[src/rtl/bcd_scan_display.sv]
// bcd_scan_display
// Multiplexed driver for a two-digit common-anode 7-segment display.
// The two BCD digits are latched once per frame (units slot, then tens slot). Each slot
// opens with a dark guard interval to suppress ghosting between digits.
//
// Ports:
//   clk        in   system clock, rising edge
//   rst_n      in   asynchronous reset, active-low
//   seg0       in   [3:0] BCD units digit
//   seg1       in   [3:0] BCD tens digit
//   seg_n      out  [6:0] segment drive {g,f,e,d,c,b,a}, active-low
//   an_n       out  [1:0] digit enables, active-low; bit0 = units, bit1 = tens
//   frame_tick out  one-cycle pulse in the cycle after a new digit pair is latched
module bcd_scan_display #(
    parameter int unsigned REFRESH_DIV = 50000,  // cycles per digit slot, >= 2
    parameter int unsigned GUARD       = 500,    // dark cycles at slot start, < REFRESH_DIV
    parameter bit          BLANK_LZ    = 1'b1    // blank the tens digit when it is 0
) (
    input  logic       clk,
    input  logic       rst_n,
    input  logic [3:0] seg0,
    input  logic [3:0] seg1,
    output logic [6:0] seg_n,
    output logic [1:0] an_n,
    output logic       frame_tick
);

    localparam int unsigned CW = $clog2(REFRESH_DIV);
    localparam logic [CW-1:0] CNT_MAX = CW'(REFRESH_DIV - 1);

    logic [CW-1:0] cnt_q, cnt_d;
    logic          sel_q, sel_d;
    logic [7:0]    shadow_q;
    logic          loaded_q;
    logic          frame_tick_q;
    logic [6:0]    seg_n_q, seg_n_d;
    logic [1:0]    an_n_q, an_n_d;

    logic          wrap;
    logic          load;
    logic          in_guard;
    logic [3:0]    digit;
    logic          blank;

    function automatic logic [6:0] seg_code(input logic [3:0] d);
        logic [6:0] c;
        case (d)
            4'd0:    c = 7'h40;
            4'd1:    c = 7'h79;
            4'd2:    c = 7'h24;
            4'd3:    c = 7'h30;
            4'd4:    c = 7'h19;
            4'd5:    c = 7'h12;
            4'd6:    c = 7'h02;
            4'd7:    c = 7'h78;
            4'd8:    c = 7'h00;
            4'd9:    c = 7'h10;
            default: c = 7'h3F;  // non-BCD shows a dash
        endcase
        return c;
    endfunction

    assign wrap = (cnt_q == CNT_MAX);
    // First edge out of reset loads unconditionally; afterwards only at the end of the tens slot.
    assign load = !loaded_q || (wrap && sel_q);

    // A zero-length guard would make the compare constant, so it is elided entirely.
    if (GUARD == 0) begin : g_no_guard
        assign in_guard = 1'b0;
    end else begin : g_guard
        localparam logic [CW-1:0] GUARD_C = CW'(GUARD);
        assign in_guard = (cnt_q < GUARD_C);
    end

    assign digit = sel_q ? shadow_q[7:4] : shadow_q[3:0];
    assign blank = BLANK_LZ && sel_q && (shadow_q[7:4] == 4'd0);

    always_comb begin
        cnt_d = wrap ? '0 : cnt_q + 1'b1;
        sel_d = sel_q ^ wrap;
    end

    // Outputs decode the current state and are registered, so they lag the state by a cycle.
    always_comb begin
        an_n_d  = 2'b11;
        seg_n_d = 7'h7F;
        if (loaded_q && !in_guard) begin
            an_n_d  = sel_q ? 2'b01 : 2'b10;
            seg_n_d = blank ? 7'h7F : seg_code(digit);
        end
    end

    always_ff @(posedge clk or negedge rst_n) begin
        if (!rst_n) begin
            cnt_q        <= '0;
            sel_q        <= 1'b0;
            shadow_q     <= 8'h00;
            loaded_q     <= 1'b0;
            frame_tick_q <= 1'b0;
            an_n_q       <= 2'b11;
            seg_n_q      <= 7'h7F;
        end else begin
            cnt_q        <= cnt_d;
            sel_q        <= sel_d;
            loaded_q     <= 1'b1;
            frame_tick_q <= load;
            an_n_q       <= an_n_d;
            seg_n_q      <= seg_n_d;
            if (load) begin
                shadow_q <= {seg1, seg0};
            end
        end
    end

    assign seg_n      = seg_n_q;
    assign an_n       = an_n_q;
    assign frame_tick = frame_tick_q;

endmodule

[config.mk]
export PLATFORM = sky130hd
export DESIGN_NAME = bcd_scan_display
export DESIGN_NICKNAME = d
export VERILOG_FILES = /design/src/rtl/bcd_scan_display.sv
export SDC_FILE = /design/constraint.sdc
export NUM_CORES = 1
export LEC_CHECK = 0
export BUFFER_PORTS_ARGS = -buffer_cell sky130_fd_sc_hd__buf_2
export CAP_MARGIN = 20
export CORE_MARGIN = 2
export CORE_UTILIZATION = 35
export CTS_CLUSTER_SIZE = 8
export DETAILED_ROUTE_END_ITERATION = 7
export PLACE_DENSITY_LB_ADDON = 0.25
export SLEW_MARGIN = 20
export SYNTH_ARGS = -nofsm -noshare
export SYNTH_HDL_FRONTEND = slang
export SYNTH_SLANG_ARGS = --single-unit
[constraint.sdc]
create_clock -name clk -period 5.6 [get_ports clk]
set_input_delay 0.56 -clock clk [delete_from_list [all_inputs] [get_ports clk]]
set_output_delay 0.56 -clock clk [all_outputs]
set_load 0.01 [all_outputs]
# After elaboration in Yosys (flattened, before gate mapping)
# Memories as Yosys holds them, arrays and structs flattened.
# Index checks and enable logic that the tools add are counted.
# totals
ff_bits,36
output_inout_bits,10
n_memories,1
elab_cells,25
rom_bits,112
input_bits,10
# mem_list
memory,words,word_bits,read_ports,rd_clocked_by_memory_dff,write_ports,line,text
(no name shown),16,7,1,0,0,47,case (d)
# classes
n_eq_ne,1
magnitude_cmp,1
add_sub_neg,1
reduce_logical,7
muxes,6
bitwise,1
# op_table
op,count
"adder 16 x 1 -> 16 bit, second input constant",1
"equality test 16 bit, second input constant",1
"less-than comparator 16 x 9 -> 1 bit, second input constant",1
2-to-1 mux 16 bit,1
2-to-1 mux 7 bit,2
logical NOT 4 bit,1
2-to-1 mux 2 bit,2
2-to-1 mux 4 bit,1
logical AND 1 bit,3
logical NOT 1 bit,2
logical OR 1 bit,1
bitwise XOR 1 bit,1

# Longest topological paths before layout
# logic_depth
depth_word,4
mapped_depth,7
depth_no_buf,6

# Worst setup path after synthesis
# OpenSTA, ideal clock, no wires.
# synth_timing
path_kind,register to register
startpoint,reg cnt_q[12]
endpoint,reg shadow_q[0]
setup_slack_ps,3317
path_stages_with_launch,7
t_required_ps,5475
setup_time_ps,125
arrival_ps,2158
period_less_slack_ps,2283
path_buffers,1
path_cell_list,dfrtp_1 or4_4 nor4_1 ha_1 nand2b_1 clkbuf_1 mux2_2
# synth_between
elab_chain_cells,3
# synth_lines
item,line,text
start: declaration,31,"logic [CW-1:0] cnt_q, cnt_d;"
start signal: assignment,103,cnt_q <= cnt_d;
equality test 16 bit,63,assign wrap = (cnt_q == CNT_MAX);
logical AND 1 bit,65,assign load = !loaded_q || (wrap && sel_q);
logical OR 1 bit,65,
via load,40,logic load;
end signal: assignment,110,"shadow_q <= {seg1, seg0};"
end: declaration,33,logic [7:0] shadow_q;
# The timed path passes the listed nets, and every way through them passes these cells.
# A chain may end at the register's enable or synchronous reset.

# Final worst setup path
# layout_timing
startpoint,reg cnt_q[12]
endpoint,reg shadow_q[3]
# layout_between
elab_chain_cells,3
# layout_lines
item,line
equality test 16 bit,63
logical AND 1 bit,65
logical OR 1 bit,65
# Every way passes these cells.

==> summary.md <==
| Metric | Value |
|---|---|
| Setup Slack @ Placement | `3230 ps` |
| Vias in the first global route | `1165` |
| Number of flops mapped to enable cells by yosys | `0` |
| RSZ-0062 raised after global routing | `no` |
| Count of final setup violators | `0` |
| Largest clock skew in the final design | `6.42 ps` |
| CTS tree | `done` |
| Number of standard-cell rows in the floorplan | `25` |
| Prevailing post-synth register cell | `sky130_fd_sc_hd__dfrtp_1` |
| Hold Slack | `338 ps` |
| DR vias | `1129` |
| I/O Buffers | `19` |
| Most frequent cells in the layout | `sky130_fd_sc_hd__dfrtp_1 (27), sky130_fd_sc_hd__buf_2 (19), sky130_fd_sc_hd__mux2_2 (11), sky130_fd_sc_hd__nor2_1 (11)` |
| FF-to-FF setup slack | `3260 ps` |
| Post-route cell area | `0.00194 mm2` |
| Routed Wire Length | `2940 um` |
| FF-to-FF path depth | `5` |
| Leakage dissipation | `0.838 nW` |
| Wire length of the first global-routing pass | `5330 um` |
| Period Utilization, post-route | `0.418` |
| Die outline width | `73.6 um` |
| Peak fanout along the critical path | `9` |
| Design Power | `495 uW` |
| Worst voltage drop across the vdd grid | `0.121 mV` |
| Sequential-to-total area share from yosys stat | `0.538` |
| Warning count from the yosys run | `0` |
| Post-DP HPWL | `2250 um` |
| Number of nets with antenna violations after detailed routing | `0` |
| Required @ worst endpoint | `5770 ps` |
| Most common cell after layout, fill and taps aside | `sky130_fd_sc_hd__dfrtp_1` |
| Clock Tree Buf Depth | `2` |
| Share of post-route cells with drive strength above 1 | `0.279` |
| Clk_lat worst skew | `280 ps` |
| Layout overhead on the synthesized area | `14.7%` |
| Via/cell ratio | `5.00` |
| Initial Utilization | `0.361` |
| Actual transition at the worst max-transition pin | `753 ps` |
| Sink count of the clock tree | `36` |
| Die footprint | `0.00541 mm2` |
| CTS-repair resized insts | `0` |
| CTS buffer count | `5` |
| CP Launch Type | `flop` |
| Reg2Reg Capture Point | `shadow_q[3]` |
| Routability Congestion | `0.852` |
| Mean post-synth cell area | `11.5 um2` |
| Post-CTS Setup Repair Bufs | `0` |
| Hold-fix buffers at CTS | `0` |
| Max Cap Viol | `0` |
| Maximum number of pins on one net before global-route repair | `37` |
| Number of endpoints with negative hold slack in the final report | `0` |
| Net switching power | `112 uW` |
| Switching power as a share of total power | `0.226` |
| Core footprint | `0.00469 mm2` |
| Part of the total power dissipated in the clock network | `0.373` |
| Sequential share of power | `0.549` |
| Register clock-pin slew on the reported worst setup and hold paths | `70 ps` |
| Time the worst path needs with I/O delays and setup | `2340 ps` |
| Global-route congestion overflow total | `0` |
| Post-synth cell types | `33` |
| Wire length per cell after detailed routing | `13.0 um` |
| Antenna violations before repair | `0` |
| Combinational group share of total power | `0.078` |
| HP Class | `in2async` |
| Result of the run | `completed` |
| Combined flip-flop and latch cell area | `912 um2` |
| Async set-or-reset flop fraction in the synthesized netlist | `1.00` |
| Fmax achieved | `427 MHz` |
| Worst setup slack after layout | `3260 ps` |
| Clock root buffer | `sky130_fd_sc_hd__clkbuf_8` |
| Multi-input gate area in the final layout | `756 um2` |
| H-tree depth | `2` |
| Final total negative setup slack | `0 ps` |
| Nets | `188` |
| Number of fillers in the final layout | `461` |
| Total standard cell area after synthesis | `0.00169 mm2` |
| Pwr Density | `255 mW/mm2` |
| Crit path DAT | `2510 ps` |
| Post-Place Cell Area | `0.00185 mm2` |
| FF+latch count, synth | `36` |
| Launching point of the worst reg2reg path | `cnt_q[12]` |
| Crit-path slowest cell | `sky130_fd_sc_hd__or4_4` |
| Drt first-iter violations | `52` |
| Diode insertion count for antenna repair | `0` |
| Gate Count Post-Synth | `147` |
| Kind of critical path | `reg2reg` |
| # IOs | `20` |
| Post-synth net total | `164` |
| Number of search-and-repair iterations in the first detailed-routing pass | `4` |
| List of cells traversed by the critical path | `or4_4 > nor4_1 > ha_1 > nand2b_1 > mux2_2` |
| Tightest slew margin relative to the limit | `0.498` |
| Pins Over Slew Limit | `0` |
| Die height | `73.6 um` |
| Kind of end point of the critical path | `flop` |
| Post-route DRC violation count | `0` |
| Cell Int Power | `383 uW` |
| Slowest Stage Delay on Critical Path | `570 ps` |
| Global router's overall resource usage | `0.129` |
[worst max-delay path, delay by kind of cell (launching register included)]
family	cells	cell delay, ps
and+or+nand+nor	3	1220
adders and majority gates	1	180
muxes	1	390
DFF	1	440
[synth_stat cells (2+ instances only)]
| master | n | area (um2) |
|---|---|---|
| sky130_fd_sc_hd__mux2_2 | 11 | 124 |
| sky130_fd_sc_hd__mux2i_1 | 6 | 60.1 |
| sky130_fd_sc_hd__xnor2_1 | 7 | 61.3 |
| sky130_fd_sc_hd__and3_1 | 3 | 18.8 |
| sky130_fd_sc_hd__nand2_1 | 9 | 33.8 |
| sky130_fd_sc_hd__nand4_1 | 5 | 31.3 |
| sky130_fd_sc_hd__inv_1 | 5 | 18.8 |
| sky130_fd_sc_hd__o21ai_0 | 8 | 40.0 |
| sky130_fd_sc_hd__dfrtp_1 | 27 | 676 |
| sky130_fd_sc_hd__nand2b_1 | 4 | 25.0 |
| sky130_fd_sc_hd__a21oi_1 | 5 | 25.0 |
| sky130_fd_sc_hd__xor2_1 | 3 | 26.3 |
| sky130_fd_sc_hd__nor3_1 | 2 | 10.0 |
| sky130_fd_sc_hd__clkbuf_1 | 2 | 7.51 |
| sky130_fd_sc_hd__ha_1 | 7 | 87.6 |
| sky130_fd_sc_hd__nor2_1 | 11 | 41.3 |
| sky130_fd_sc_hd__nand3_1 | 5 | 25.0 |
| sky130_fd_sc_hd__nor4_1 | 4 | 25.0 |
| sky130_fd_sc_hd__dfstp_2 | 9 | 236 |
[layout make-up]
cell class              instances  share of cell area
flip-flops and latches         36               0.469
multi-input cells             104               0.389
repair buffers                 19              0.0489
clock buffers                   7              0.0444
well taps                      54              0.0348
inverters                       5             0.00966
clock inverters                 1             0.00386
[stage by stage]
stage,utilization,std cells
after floorplan,-,147
after global placement,0.394,218
after detailed placement,0.394,218
after CTS,0.414,226
after global routing,0.414,226
final,0.414,226
[power groups by stage]
stage	registers (mW)	logic (mW)	clock network, mW
2_1_floorplan	0.275	0.0251	0
3_3_place_gp	0.276	0.0368	0
3_5_place_dp	0.276	0.0390	0
4_1_cts	0.271	0.0392	0.193
5_1_grt	0.272	0.0442	0.209
6_report	0.271	0.0387	0.185
[flip-flops by register name, summed over array words and instances (netlist names)]
name        flops
cnt_q          16
shadow_q        8
seg_n           7
an_n            2
frame_tick      1
loaded_q        1
sel_q           1
[cells by family after synthesis]
family | after synthesis | share of synthesized area
XOR/XNOR | 10 | 0.0517
buffers and inverters | 7 | 0.0155
adder cells (fa/ha/maj) | 7 | 0.0517
AND/OR/NAND/NOR | 53 | 0.181
multiplexers | 17 | 0.109
other | 1 | 0.00221
AO/OA/AOI/OAI | 16 | 0.0510
flip-flops | 36 | 0.538
[worst max-delay path by stage]
stage | start | to | slack [ps] | depth (start not counted)
3_3_place_gp | cnt_q[12] | shadow_q[0] | 3300 | 5
4_1_cts | cnt_q[12] | shadow_q[3] | 3230 | 5
2_1_floorplan | cnt_q[12] | shadow_q[0] | 3320 | 6
3_5_place_dp | cnt_q[12] | shadow_q[3] | 3230 | 5
6_report | cnt_q[12] | shadow_q[3] | 3260 | 5
5_1_grt | cnt_q[12] | shadow_q[3] | 3070 | 5
[per-layer routing]
metal / vias up / track usage / wire length [um]
li1: 568 / - / -
met1: 538 / 0.161 / 1390
met2: 18 / 0.203 / 1390
met3: 5 / 0.0453 / 113
met4: 0 / 0.0545 / 57
met5: - / 0 / 0
No activity file was read; power rests on OpenSTA's default activity.
